--- config.mk ---
export PLATFORM = sky130hd
export DESIGN_NAME = cpu_ctrl_seq
export DESIGN_NICKNAME = d
export VERILOG_FILES = /design/src/rtl/cpu_pkg.sv /design/src/rtl/cpu_regfile.sv /design/src/rtl/cpu_ctrl_seq.sv
export SDC_FILE = /design/constraint.sdc
export NUM_CORES = 1
export LEC_CHECK = 0
export BUFFER_PORTS_ARGS = -buffer_cell sky130_fd_sc_hd__buf_2
export CORE_MARGIN = 2
export CORE_UTILIZATION = 50
export DETAILED_ROUTE_END_ITERATION = 8
export PLACE_DENSITY = 0.68
export SLEW_MARGIN = 20
export SYNTH_ARGS = -nofsm -noshare
export SYNTH_HDL_FRONTEND = slang
export SYNTH_SLANG_ARGS = --single-unit
--- constraint.sdc ---
create_clock -name clk -period 7.4 [get_ports clk]
set_input_delay 1.48 -clock clk [delete_from_list [all_inputs] [get_ports clk]]
set_output_delay 1.48 -clock clk [all_outputs]
set_load 0.02 [all_outputs]
--- src/rtl/cpu_pkg.sv ---
// Shared constants and types for the cpu_ctrl_seq sequencer and its register file.
package cpu_pkg;
  localparam int DATA_W = 19;

  // Instruction field positions
  localparam int OP_HI  = 18;
  localparam int OP_LO  = 15;
  localparam int RD_HI  = 14;
  localparam int RD_LO  = 12;
  localparam int RS1_HI = 11;
  localparam int RS1_LO = 9;
  localparam int RS2_HI = 8;
  localparam int RS2_LO = 6;
  localparam int IMM_HI = 8;
  localparam int OFF_HI = 5;

  localparam logic [3:0] OP_ADD  = 4'h0;
  localparam logic [3:0] OP_SUB  = 4'h1;
  localparam logic [3:0] OP_AND  = 4'h2;
  localparam logic [3:0] OP_OR   = 4'h3;
  localparam logic [3:0] OP_XOR  = 4'h4;
  localparam logic [3:0] OP_ADDI = 4'h5;
  localparam logic [3:0] OP_BEQ  = 4'h6;
  localparam logic [3:0] OP_JMP  = 4'h7;
  localparam logic [3:0] OP_HALT = 4'hF;

  localparam logic [2:0] ALU_ADD = 3'b000;
  localparam logic [2:0] ALU_SUB = 3'b001;
  localparam logic [2:0] ALU_AND = 3'b010;
  localparam logic [2:0] ALU_OR  = 3'b011;
  localparam logic [2:0] ALU_XOR = 3'b100;

  typedef enum logic [2:0] {FETCH, DECODE, EXEC, WB, HALT} state_t;

  function automatic logic [DATA_W-1:0] sext9(input logic [8:0] v);
    return {{(DATA_W-9){v[8]}}, v};
  endfunction
endpackage

--- src/rtl/cpu_regfile.sv ---
// 8 x 19 register file: two read ports, one debug read, one sync write; r0 reads zero.
module cpu_regfile
  import cpu_pkg::*;
#(
  parameter int NREG = 8
) (
  input  logic              clk,
  input  logic              rst_n,
  input  logic              we,
  input  logic [2:0]        waddr,
  input  logic [DATA_W-1:0] wdata,
  input  logic [2:0]        raddr1,
  input  logic [2:0]        raddr2,
  input  logic [2:0]        dbg_sel,
  output logic [DATA_W-1:0] rdata1,
  output logic [DATA_W-1:0] rdata2,
  output logic [DATA_W-1:0] dbg_data
);
  logic [DATA_W-1:0] regs_q [NREG];

  always_ff @(posedge clk) begin
    if (!rst_n) begin
      for (int i = 0; i < NREG; i++) regs_q[i] <= '0;
    end else if (we && waddr != 3'd0) begin
      regs_q[waddr] <= wdata;
    end
  end

  assign rdata1   = (raddr1  == 3'd0) ? '0 : regs_q[raddr1];
  assign rdata2   = (raddr2  == 3'd0) ? '0 : regs_q[raddr2];
  assign dbg_data = (dbg_sel == 3'd0) ? '0 : regs_q[dbg_sel];
endmodule

--- src/rtl/cpu_ctrl_seq.sv ---
// Multi-cycle FETCH/DECODE/EXEC/WB sequencer driving an external combinational ALU.
module cpu_ctrl_seq
  import cpu_pkg::*;
#(
  parameter int PC_W = 8,
  parameter int NREG = 8
) (
  input  logic              clk,
  input  logic              rst_n,
  output logic              imem_req,
  output logic [PC_W-1:0]   imem_addr,
  input  logic              imem_valid,
  input  logic [DATA_W-1:0] imem_rdata,
  output logic [DATA_W-1:0] alu_a,
  output logic [DATA_W-1:0] alu_b,
  output logic [2:0]        alu_ctrl,
  input  logic [DATA_W-1:0] alu_result,
  input  logic              alu_zero,
  output logic              halted,
  output logic              illegal,
  input  logic [2:0]        dbg_sel,
  output logic [DATA_W-1:0] dbg_data
);
  state_t            state_q, state_d;
  logic [PC_W-1:0]   pc_q, pc_d;
  logic [DATA_W-1:0] ir_q, ir_d, opa_q, opa_d, opb_q, opb_d, res_q, res_d;
  logic [2:0]        ctrl_q, ctrl_d;
  logic              run_q, zf_q, zf_d;
  logic              we, illegal_c;
  logic [DATA_W-1:0] rd1, rd2;
  logic [3:0]        op;
  logic [PC_W-1:0]   pc_inc, br_off;

  assign op     = ir_q[OP_HI:OP_LO];
  assign pc_inc = pc_q + PC_W'(1);
  assign br_off = {{(PC_W-6){ir_q[OFF_HI]}}, ir_q[OFF_HI:0]};

  cpu_regfile #(.NREG(NREG)) u_rf (
    .clk     (clk),
    .rst_n   (rst_n),
    .we      (we),
    .waddr   (ir_q[RD_HI:RD_LO]),
    .wdata   (res_q),
    .raddr1  (ir_q[RS1_HI:RS1_LO]),
    .raddr2  (ir_q[RS2_HI:RS2_LO]),
    .dbg_sel (dbg_sel),
    .rdata1  (rd1),
    .rdata2  (rd2),
    .dbg_data(dbg_data)
  );

  // run_q delays the first request until rst_n has been seen high once.
  assign imem_req  = (state_q == FETCH) && run_q && rst_n;
  assign imem_addr = pc_q;
  assign alu_a     = opa_q;
  assign alu_b     = opb_q;
  assign alu_ctrl  = ctrl_q;
  assign halted    = (state_q == HALT);
  assign illegal   = illegal_c && rst_n;

  always_ff @(posedge clk) begin
    if (!rst_n) begin
      state_q <= FETCH;
      pc_q    <= '0;
      ir_q    <= '0;
      opa_q   <= '0;
      opb_q   <= '0;
      res_q   <= '0;
      ctrl_q  <= ALU_ADD;
      zf_q    <= 1'b0;
      run_q   <= 1'b0;
    end else begin
      state_q <= state_d;
      pc_q    <= pc_d;
      ir_q    <= ir_d;
      opa_q   <= opa_d;
      opb_q   <= opb_d;
      res_q   <= res_d;
      ctrl_q  <= ctrl_d;
      zf_q    <= zf_d;
      run_q   <= 1'b1;
    end
  end

  always_comb begin
    state_d   = state_q;
    pc_d      = pc_q;
    ir_d      = ir_q;
    opa_d     = opa_q;
    opb_d     = opb_q;
    res_d     = res_q;
    ctrl_d    = ctrl_q;
    zf_d      = zf_q;
    we        = 1'b0;
    illegal_c = 1'b0;
    case (state_q)
      FETCH: if (imem_req && imem_valid) begin
        ir_d    = imem_rdata;
        state_d = DECODE;
      end
      DECODE: begin
        // Operand registers load only when heading to EXEC so the ALU inputs hold otherwise.
        case (op)
          OP_ADD, OP_SUB, OP_AND, OP_OR, OP_XOR: begin
            opa_d   = rd1;
            opb_d   = rd2;
            ctrl_d  = op[2:0];
            state_d = EXEC;
          end
          OP_ADDI: begin
            opa_d   = rd1;
            opb_d   = sext9(ir_q[IMM_HI:0]);
            ctrl_d  = ALU_ADD;
            state_d = EXEC;
          end
          OP_BEQ: begin
            opa_d   = rd1;
            opb_d   = rd2;
            ctrl_d  = ALU_SUB;
            state_d = EXEC;
          end
          OP_JMP: begin
            pc_d    = ir_q[PC_W-1:0];
            state_d = FETCH;
          end
          OP_HALT: state_d = HALT;
          default: begin
            illegal_c = 1'b1;
            pc_d      = pc_inc;
            state_d   = FETCH;
          end
        endcase
      end
      EXEC: begin
        res_d = alu_result;
        zf_d  = alu_zero;
        if (op == OP_BEQ) begin
          pc_d    = alu_zero ? pc_inc + br_off : pc_inc;
          state_d = FETCH;
        end else begin
          state_d = WB;
        end
      end
      WB: begin
        we      = 1'b1;
        pc_d    = pc_inc;
        state_d = FETCH;
      end
      HALT:    state_d = HALT;
      default: state_d = FETCH;
    endcase
  end
endmodule
Yosys cells after proc, flatten, opt, wreduce, memory -nomap -nowiden:

Memory sizes are Yosys's and may differ from the RTL's. A register that Yosys moved wholly into a read port is not among the register bits.
Index checks and enable logic that the tools add are counted.
Widths: inputs -> output; s select.

* memory bits (writable): 152
* memories kept: 1
* register bits: 91

Memory list
* u_rf.regs_q: words 8, bits a word 19, rd ports 3, clocked after Yosys merged registers in 2, wr ports 8, line cpu_regfile.sv:19 `logic [DATA_W-1:0] regs_q [NREG];`

* reduce and logical (&&, ||, !) cells: 25
* $add $sub $neg: 2
* multiplexer cells: 28
* equal/unequal tests: 15

Operators with widths (count)
* $mux 19: 4
* $pmux 19 s2: 1
* $pmux 8 s3: 1
* $reduce_or 19->1: 1
* $mux 3: 6
* $eq 4x3->1 const B: 4
* $mux 8: 2
* $pmux 8 s2: 1
* $logic_not 3->1: 4
* $pmux 3 s4: 1
* $mux 1: 9
* $pmux 3 s3: 1
* $reduce_bool 3->1: 3
* $reduce_or 9->1: 1
* $add 8x1->8 const B: 1
* $add 8x8->8: 1
* $eq 4x2->1 const B: 2
* $reduce_and 2->1: 4
* $reduce_or 8->1: 1
* $reduce_or 7->1: 1
* $eq 3x2->1 const B: 2
* $pmux 3 s2: 1
* $reduce_or 6->1: 1
* $logic_and 1x1->1: 5
* other kinds (11): 12

Logic depth before layout (Yosys ltp):

Gate-level depths: netlist of the first run.

* depth in word-level cells: 8
* depth in mapped cells: 10
* gate-level depth less buffers: 10

Cells and area by module:

Synthesis of the first run repeated with hierarchy kept, for this count alone.

* cell total of the unflattened synthesis: 1177
* area, all modules: 12534.5 µm²

Modules (own cells, without submodules)
* cpu_regfile: times used 1, area each 8360.5 µm², sequential area each 3993.8 µm², cells an instance 667
* cpu_ctrl_seq: times used 1, area each 4174.0 µm², sequential area each 1821.7 µm², cells an instance 510

Worst setup path after synthesis of the first run:

Ideal clock, no wire load.

* path kind: in2out
* start point: in dbg_sel[1]
* end point: out dbg_data[18]
* setup slack: 3.183 ns
* data required time: 5.920 ns
* data arrival time: 2.737 ns
* cell stages on the path: 5
* cell sequence: nor2b_1 > clkbuf_1 > clkbuf_1 > a22oi_1 > o21ai_0

* longest elaborated chain between the ends: 2
* elaborated cells on any way between the ends: 3

Ends and longest elaborated chain
* start: declaration: line cpu_ctrl_seq.sv:21 `input logic [2:0] dbg_sel,`
* $mem_v2 8x19 or $logic_not 3->1 (tied branches)
* $mux 19 (*): line cpu_regfile.sv:31 `assign dbg_data = (dbg_sel == 3'd0) ? '0 : regs_q[dbg_sel];`
* end: declaration: line cpu_ctrl_seq.sv:22 `output logic [DATA_W-1:0] dbg_data`

Mark *: on every way between the ends. The rest lies on a longest branch, timed or not.

Worst setup path in the final report of the first run:

* start point: in dbg_sel[0]
* end point: out dbg_data[18]

Same word-level chain as after synthesis.

==> metrics.yaml, run 1 <==
status: "completed"
p_clk_share_pct: 41.2
cts_tree: "yes"
maxCapViolations: 0
register_area_sq_um: 6510
switching_power_uw: 773
crit_required_ps: 5920
start_util_pct: 50.6
fin_crit_ps: 4990
postLayoutCoreUtil_pct: 57.4
ys_types: 67
mostFrequentLayoutCells: "152 x edfxtp_1, 138 x and2_1, 115 x buf_2, 95 x mux4_2, 95 x dfxtp_1"
drt_first_pass_iters: 6
grt_max_degree: 59
crit_path_end_kind: "output pin"
post_cts_buffers: 0
synth_top_area_share_pct: 34.9
hp-class: "reg -> reg"
ir_drop_uv: 172
cts.htree.levels: 1
hpwl_um: 22400
seq_power_share_pct: 48.3
internal_power_mw: 2.45
rsz0062_at_grt: "no"
cts_buffers: 27
pwr-share-comb_pct: 10.5
skew_ps: 14.8
gp_congestion: 0.929
maxSlewHeadroom_pct: 26.0
ctsHoldBuffers: 0
nets: 1236
setup_viol: 0
max_freq_mhz: 200
wire_per_inst_um: 23.1
synth-seq-area-share_pct: 49.8
syn_area_per_cell_sq_um: 12.2
worstMarginPinSlew_ps: 1110
synth_top_flop_cell: "edfxtp_1"
cts_root_buf: "clkbuf_16"
synth_area_sq_um: 13100
portBuffers: 115
p_per_area_nw_per_um2: 217
antenna_left: 0
synth-edff-count: 152
swShare_pct: 24.0
antenna_found_initial: 0
drc: 0
path_max_fanout: 18
grtUsageTotal_pct: 25.7
dpl_worst_slack_ps: 2430
grt_overflow: 0
critPathArrivalTime_ps: 3510
worstSetupPathType: "in -> out"
wirelength_um: 35500
drtIter0Drc: 1001
layout_commonest_cell: "edfxtp_1"
synth_area_leader_cell: "edfxtp_1"
chipWidth_um: 166
postSynth.asyncResetShare_pct: 0
syn_to_final_growth_pct: 13.5
clock_path_buffers: 3
rows: 59
die_h_um: 166
clkSlewWorstSetupHoldPaths_ps: 60
setup_ws_ps: 2410
grt_pass1_wl_um: 55100
timing.hold.ws_ps: 456
pin_count: 116
die_area_sq_um: 27400
fillers: 2169
yosys_warnings: 0
cts_sinks: 249
netlist_instances: 1073
ctsResizeCount: 0
viasPerCell: 6.04
core_sq_um: 25800
ys_ff_latch: 249
antenna_cells: 0
final_hold_viol_count: 0
multi_input_area_sq_um: 6160
fin_tns_setup_ps: 0
synthTopCellsByArea: "edfxtp_1 35%, mux4_2 16%, dfxtp_1 15%"
drive_gt1_share_pct: 26.8
slew_viol_final: 0
start_kind: "input pin"
grt_pass1_vias: 9304
worst_skew_pair.late_latency_ps: 530
vias: 9266
fin_crit_sh_pct: 67.4
p_leak_nw: 5.60
## worst max-delay path, stage by stage
cell,delay [ps]
buf_2,240
nor2b_2,910
a22oi_1,230
o21ai_0,400
buf_2,250
## cell families after synthesis
| family | count (synthesis) | synth area share, % |
|---|---|---|
| other | 1 | 0.0287 |
| buffers and inverters | 106 | 3.74 |
| adder cells (fa/ha/maj) | 11 | 1.11 |
| AO/OA/AOI/OAI | 148 | 7.96 |
| flip-flops | 249 | 49.8 |
| AND/OR/NAND/NOR | 394 | 15.7 |
| multiplexers | 153 | 21.0 |
| XOR/XNOR | 11 | 0.737 |
## metrics by stage
| stage | cells | instance area, sq um | total power [mW] |
|---|---|---|---|
| final | 1535 | 14800 | 3.22 |
| after global routing | 1535 | 14800 | 3.32 |
| after CTS | 1535 | 14800 | 3.23 |
| after detailed placement | 1486 | 14000 | 1.92 |
| after global placement | 1486 | 14000 | 1.92 |
| after floorplan | 1091 | 13100 | 1.81 |
## Yosys cell counts, drive strengths merged, types with 6 or more instances
cell	count
nand2b	10
mux4	95
inv	24
edfxtp	152
mux2	18
and2	138
a221oi	18
buf	40
a21oi	53
a211oi	13
ha	10
clkbuf	42
mux2i	40
a2bb2oi	19
dfxtp	97
nand3	27
nand2	94
xnor2	7
nor3	27
nor2	73
o21ai	17
o22ai	6
## registers in the layout (all words and copies together), names as in the netlist, named ones only
| name | count |
|---|---|
| run_q | 1 |
| alu_ctrl | 3 |
| res_q | 19 |
| ir_q | 19 |
| u_rf.regs_q | 152 |
| alu_b | 19 |
| alu_a | 19 |
| imem_addr | 8 |
| state_q | 3 |
## worst paths after layout
check / startpoint / endpoint / slack [ps] / cells past startpoint
worst max-delay path: dbg_sel[0] / dbg_data[18] / 2410 / 5
worst min-delay path: alu_ctrl[1] / alu_ctrl[1] / 460 / 2
worst max register to register: state_q[1] / u_rf.regs_q[6][0] / 4500 / 6
worst min register to register: alu_ctrl[1] / alu_ctrl[1] / 460 / 2
## layer usage
layer	share of wire (%)	wire length [um]	GRT usage (%)	vias up
met4	2.3	828	7.64	0
met1	43	15300	36.7	4567
li1	-	-	-	4197
met3	8.6	3070	5.42	69
met2	46	16300	40.1	433
met5	0	0	0	-
## power by group through the flow
| stage | logic [mW] | clock network, mW | registers (mW) |
|---|---|---|---|
| 2_1_floorplan | 0.238 | 0 | 1.57 |
| 3_3_place_gp | 0.336 | 0 | 1.58 |
| 3_5_place_dp | 0.338 | 0 | 1.58 |
| 4_1_cts | 0.339 | 1.34 | 1.55 |
| 5_1_grt | 0.363 | 1.40 | 1.56 |
| 6_report | 0.339 | 1.33 | 1.56 |
## cell type report
cell class                 count  share of cell area [%]
timing repair buffer         142                    5.25
tap                          335                    2.83
clock buffer                  38                    5.39
multi-input combinational    736                    41.5
sequential                   249                    43.9
inverter                      24                   0.607
clock inverter                11                   0.523
Note: power is estimated with default switching activity, not from simulation.
==> run 2: changes to the inputs <==
--- a/config.mk
+++ b/config.mk
@@ -9,7 +9,7 @@
 export CORE_MARGIN = 2
 export CORE_UTILIZATION = 50
 export DETAILED_ROUTE_END_ITERATION = 8
-export PLACE_DENSITY = 0.68
+export PLACE_DENSITY = 0.7
 export SLEW_MARGIN = 20
 export SYNTH_ARGS = -nofsm -noshare
 export SYNTH_HDL_FRONTEND = slang
==> constraint.sdc (replaced) <==
create_clock -name clk -period 4.31 [get_ports clk]
set_input_delay 0.862 -clock clk [delete_from_list [all_inputs] [get_ports clk]]
set_output_delay 0.862 -clock clk [all_outputs]
set_load 0.02 [all_outputs]
==> run 2 against run 1 <==
Effect of this change: sequential share of layout area is 0.099 points lower; cell count grew 0.26%; clock skew is 3.6 ps lower; combinational power increased by 66%; setup slack worse by 1700 ps; register-to-register slack lost 3200 ps; critical path depth is 1 higher; final area is 0.24% higher; via count fell by 1.0%; first-iteration DRC count decreased by 19%; hold slack better by 5.4 ps; largest power group unchanged; highest routed layer unchanged.
==> metrics.yaml, run 2 (synthesized netlist as in run 1, its figures left out) <==
crit_cells: 6  # was 5
crit_buf_inv: 4  # was 2
cts.htree.levels: 1  # unchanged
setup_viol: 0  # unchanged
r2r-start: "state_q[1]"  # unchanged
crit_required_ps: 3450  # was 5920 ps
drive_gt1_share_pct: 27.2  # was 26.8%
drt_first_pass_iters: 5  # was 6
start_kind: "input pin"  # unchanged
layout_commonest_cell: "edfxtp_1"  # unchanged
cts_root_buf: "clkbuf_16"  # unchanged
r2r_cells: 6  # unchanged
cts_sinks: 249  # unchanged
ir_drop_uv: 274  # was 172 uV
post_cts_buffers: 0  # unchanged
critPathArrivalTime_ps: 2710  # was 3510 ps
path_common_cell: "buf_2"  # unchanged
wirelength_um: 35100  # was 35500 um
mostFrequentLayoutCells: "152 x edfxtp_1, 138 x and2_1, 115 x buf_2, 95 x mux4_2"  # was 152 x edfxtp_1, 138 x and2_1, 115 x buf_2, 95 x mux4_2, 95 x dfxtp_1
cts_buffers: 26  # was 27
worst_skew_pair.late_latency_ps: 540  # was 530 ps
start_util_pct: 50.6  # unchanged
fin_crit_ps: 3570
final_hold_viol_count: 0  # unchanged
hp-class: "reg -> reg"  # unchanged
dpl_worst_slack_ps: 694  # was 2430 ps
worstMarginPinSlew_ps: 1040  # was 1110 ps
p_leak_nw: 5.62  # was 5.60 nW
viasPerCell: 5.96  # was 6.04
r2r_end: "u_rf.regs_q[3][16]"  # was u_rf.regs_q[6][0]
grt_overflow: 0  # unchanged
maxSlewHeadroom_pct: 30.7  # was 26.0%
die_area_sq_um: 27400  # unchanged
die_h_um: 166  # unchanged
max_freq_mhz: 280
maxCapViolations: 0  # unchanged
skew_ps: 11.2  # was 14.8 ps
ctsHoldBuffers: 0  # unchanged
antenna_cells: 0  # unchanged
grt_max_degree: 51  # was 59
antenna_left: 0  # unchanged
core_sq_um: 25800  # unchanged
wire_per_inst_um: 22.8  # was 23.1 um
setup_ws_ps: 735  # was 2410 ps
p_per_area_nw_per_um2: 372  # was 217 nW/um^2
regMostFlops: "u_rf.regs_q"  # unchanged
drtIter0Drc: 813  # was 1001
clkSlewWorstSetupHoldPaths_ps: 60  # about the same
gp_congestion: 0.929  # about the same
hold_depth: 2  # unchanged
fin_crit_sh_pct: 82.9
chipWidth_um: 166  # unchanged
cpPeakStageDelay_ps: 610  # was 910 ps
ctsResizeCount: 0  # unchanged
largest_reg_flops: 152  # unchanged
grt_pass1_vias: 9289  # was 9304
fin_tns_setup_ps: 0  # unchanged
rows: 59  # unchanged
cp_top_family: "buffers and inverters"  # was simple AND/OR/NAND/NOR gates
vias: 9172  # was 9266
crit_path_end_kind: "output pin"  # unchanged
grtUsageTotal_pct: 25.5  # was 25.7%
holdCritStartpoint: "alu_ctrl[1]"  # unchanged
rsz0062_at_grt: "no"  # unchanged
path_max_fanout: 30  # was 18
cts_tree: "yes"  # unchanged
status: "completed"  # unchanged
nets: 1240  # was 1236
syn_to_final_growth_pct: 13.8  # was 13.5%
regToRegSetupSlack_ps: 1270  # was 4500 ps
path_cells: "buf_2 -> buf_4 -> mux4_2 -> inv_1 -> a21oi_1 -> buf_2"  # was buf_2 -> nor2b_2 -> a22oi_1 -> o21ai_0 -> buf_2
portBuffers: 115  # unchanged
antenna_found_initial: 1  # was 0
hpwl_um: 23200  # was 22400 um
clock_path_buffers: 3  # unchanged
drc: 0  # unchanged
grt_pass1_wl_um: 54900  # was 55100 um
worstSetupPathType: "in -> out"  # unchanged
slew_viol_final: 0  # unchanged
cp_slowest_cell: "buf_2"  # was nor2b_2
pin_count: 116  # unchanged
whs_endpoint: "alu_ctrl[1]"  # unchanged
## run 2: layout make-up
cell class / instances / area, sq um
multi-input cells: 736 / 6160
clock inverters: 11 / 106
clock buffers: 37 / 754
repair buffers: 147 / 828
inverters: 24 / 90.1
well taps: 335 / 419
flip-flops and latches: 249 / 6510
fillers: 2126 / 11000
## run 2: per-layer routing
metal	vias to the layer above	wire, um	global-route usage [%]
met5	-	0	0
li1	4197	-	-
met2	443	16500	41.0
met3	44	3330	5.85
met1	4488	14600	35.5
met4	0	612	6.05
## run 2: stage by stage
step | power (mW) | area (sq um) | hold WS (ps) | util (%) | std cells
floorplan | 3.11 | 13100 | 455 | - | 1091
global route | 5.71 | 14900 | 506 | 57.5 | 1539
CTS | 5.55 | 14900 | 465 | 57.5 | 1539
finish | 5.53 | 14900 | 461 | 57.5 | 1539
detailed placement | 3.30 | 14000 | 456 | 54.2 | 1491
global placement | 3.29 | 14000 | 442 | 54.2 | 1491
## run 2: worst max-delay path by stage
stage / from / end
5_1_grt: dbg_sel[0] / dbg_data[3]
2_1_floorplan: dbg_sel[1] / dbg_data[18]
6_report: dbg_sel[0] / dbg_data[3]
3_3_place_gp: dbg_sel[0] / dbg_data[3]
3_5_place_dp: dbg_sel[0] / dbg_data[3]
4_1_cts: dbg_sel[0] / dbg_data[3]
## run 2: tightest hold or removal path, cell delays in order, from the launching register on
cell and delay, ps:
dfxtp_1 310, nand2_1 50, a21oi_1 50
## run 2: report_power, final
part	leakage [nW]	switching (mW)	internal (mW)
clock network	0.425	0.937	1.34
registers	2.35	0.0887	2.60
logic	2.84	0.302	0.262
total	5.62	1.33	4.20
==> run 3: changes to the inputs <==
--- a/config.mk
+++ b/config.mk
@@ -9,7 +9,7 @@
 export CORE_MARGIN = 2
 export CORE_UTILIZATION = 50
 export DETAILED_ROUTE_END_ITERATION = 8
-export PLACE_DENSITY = 0.7
+export PLACE_DENSITY = 0.68
 export SLEW_MARGIN = 20
 export SYNTH_ARGS = -nofsm -noshare
 export SYNTH_HDL_FRONTEND = slang
==> constraint.sdc (replaced) <==
create_clock -name clk -period 3.6 [get_ports clk]
set_input_delay 0.72 -clock clk [delete_from_list [all_inputs] [get_ports clk]]
set_output_delay 0.72 -clock clk [all_outputs]
set_load 0.02 [all_outputs]
==> run 3 against run 2 <==
Effect of this change: cell count grew 0.32%; register-to-register slack lost 430 ps; power grew 20%; non-clock buffer count grew 4; count of clock-buffer cells in the layout grew 1; combinational power grew 23%; hold slack lost 84 ps; global-route usage shrank 0.15 points; first-iteration DRC count grew 13%; sequential cell count is the same; routed wire length shrank 0.57%; critical path type unchanged; largest cell class unchanged; largest power group unchanged.
==> metrics.yaml, run 3 (synthesized netlist as in run 1, its figures left out) <==
status: "completed"  # unchanged
layout_commonest_cell: "edfxtp_1"  # unchanged
path_common_cell: "buf_2"  # unchanged
r2r_cells: 6  # unchanged
largest_reg_flops: 152  # unchanged
setup.worst_path.start: "dbg_sel[0]"  # unchanged
postLayoutCoreUtil_pct: 57.9  # was 57.5%
setup_ws_ps: 617  # was 735 ps
worstSetupPathType: "in -> out"  # unchanged
antenna_cells: 0  # unchanged
cts.htree.levels: 1  # unchanged
cts_buffers: 27  # was 26
start_util_pct: 50.6  # unchanged
cp_top_family: "buffers and inverters"  # unchanged
drc: 0  # unchanged
multi_input_area_sq_um: 6160  # about the same
critPathCapture: "dbg_data[18]"  # was dbg_data[3]
wirelength_um: 34900  # was 35100 um
die_area_sq_um: 27400  # unchanged
antenna_found_initial: 1  # unchanged
grt_max_degree: 39  # was 51
ir_drop_uv: 377  # was 274 uV
crit_buf_inv: 3  # was 4
final_hold_viol_count: 0  # unchanged
dpl_worst_slack_ps: 623  # was 694 ps
start_kind: "input pin"  # unchanged
hpwl_um: 23300  # was 23200 um
core_sq_um: 25800  # unchanged
fillers: 2195  # was 2126
post_cts_buffers: 0  # unchanged
clock_path_buffers: 3  # unchanged
drt_first_pass_iters: 5  # unchanged
cts_root_buf: "clkbuf_16"  # unchanged
grt_pass1_vias: 9181  # was 9289
vias: 9273  # was 9172
slew_viol_final: 0  # unchanged
pin_count: 116  # unchanged
maxSlewHeadroom_pct: 26.0  # was 30.7%
cpPeakStageDelay_ps: 550  # was 610 ps
die_h_um: 166  # unchanged
gp_congestion: 0.916  # was 0.929
dpl.cell_count: 1495  # was 1491
viasPerCell: 6.01  # was 5.96
crit_cells: 6  # unchanged
r2r_end: "alu_a[14]"  # was u_rf.regs_q[3][16]
setup_viol: 0  # unchanged
register_area_sq_um: 6510  # about the same
critPathArrivalTime_ps: 2260  # was 2710 ps
portBuffers: 115  # unchanged
r2r-start: "ir_q[15]"  # was state_q[1]
worstMarginPinSlew_ps: 1110  # was 1040 ps
path_cells: "buf_2 -> buf_4 -> mux4_2 -> nand2_1 -> o21ai_0 -> buf_2"  # was buf_2 -> buf_4 -> mux4_2 -> inv_1 -> a21oi_1 -> buf_2
layout.cells.non_filler: 1544  # was 1539
chipWidth_um: 166  # unchanged
p_per_area_nw_per_um2: 445  # was 372 nW/um^2
fin_crit_sh_pct: 82.9
regToRegSetupSlack_ps: 840  # was 1270 ps
max_freq_mhz: 335
hold_depth: 3  # was 2
grt_overflow: 0  # unchanged
rows: 59  # unchanged
clkSlewWorstSetupHoldPaths_ps: 60  # about the same
drive_gt1_share_pct: 27.2  # about the same
mostFrequentLayoutCells: "152 x edfxtp_1, 138 x and2_1, 115 x buf_2, 95 x mux4_2, 95 x dfxtp_1"  # was 152 x edfxtp_1, 138 x and2_1, 115 x buf_2, 95 x mux4_2
syn_to_final_growth_pct: 14.5  # was 13.8%
p_leak_nw: 5.66  # was 5.62 nW
ctsHoldBuffers: 0  # unchanged
fin_tns_setup_ps: 0  # unchanged
crit_required_ps: 2880  # was 3450 ps
antenna_left: 0  # unchanged
cp_slowest_cell: "mux4_2"  # was buf_2
grtUsageTotal_pct: 25.3  # was 25.5%
ctsResizeCount: 0  # unchanged
maxCapViolations: 0  # unchanged
fin_crit_ps: 2980
grt_pass1_wl_um: 54300  # was 54900 um
hp-class: "in -> reg"  # was reg -> reg
drtIter0Drc: 918  # was 813
path_max_fanout: 20  # was 30
crit_path_end_kind: "output pin"  # unchanged
nets: 1245  # was 1240
cts_sinks: 249  # unchanged
cts_tree: "yes"  # unchanged
rsz0062_at_grt: "no"  # unchanged
regMostFlops: "u_rf.regs_q"  # unchanged
skew_ps: 13.4  # was 11.2 ps
worst_skew_pair.late_latency_ps: 540  # about the same
wire_per_inst_um: 22.6  # was 22.8 um
## run 3: through the flow
| step | hold slack (ps) | instance area, sq um | total power, mW |
|---|---|---|---|
| after floorplan | 455 | 13100 | 3.73 |
| after global placement | 440 | 14100 | 3.95 |
| after detailed placement | 448 | 14100 | 3.97 |
| after CTS | 364 | 15000 | 6.70 |
| after global routing | 374 | 15000 | 6.87 |
| final | 378 | 15000 | 6.66 |
## run 3: worst min-delay path by stage
| stage | from | endpoint | slack, ps |
|---|---|---|---|
| after floorplan | ir_q[8] | flip-flop | 460 |
| after global placement | alu_ctrl[1] | alu_ctrl[1] | 440 |
| after detailed placement | alu_ctrl[1] | alu_ctrl[1] | 450 |
| after CTS | imem_rdata[0] | ir_q[0] | 360 |
| after global routing | imem_rdata[18] | ir_q[18] | 370 |
| final | imem_rdata[0] | ir_q[0] | 380 |
## run 3: cell type report
type | instances | area share (%)
clock buffer | 38 | 5.19
timing repair buffer | 151 | 6.07
inverter | 24 | 0.602
multi-input combinational | 736 | 41.1
tap | 335 | 2.80
clock inverter | 11 | 0.694
sequential | 249 | 43.5
## run 3: metal layers
metal	global-route usage (%)	part of all wire, %	up-vias
met5	0	0.037	-
met4	7.11	2.5	2
met3	5.11	8.8	65
met2	39.3	45	454
met1	36.6	44	4545
li1	-	-	4207
## run 3: worst reg2reg max path, stage by stage (launching register included)
cell	delay [ps]
dfxtp_1	420
and2_1	380
a21oi_2	900
o31ai_2	420
buf_4	310
a2bb2oi_1	140
nor2_1	120
## run 3: power by group
part / internal, mW / switching, mW
Sequential: 3.12 / 0.102
Clock: 1.64 / 1.11
Combinational: 0.322 / 0.371
Total: 5.08 / 1.58
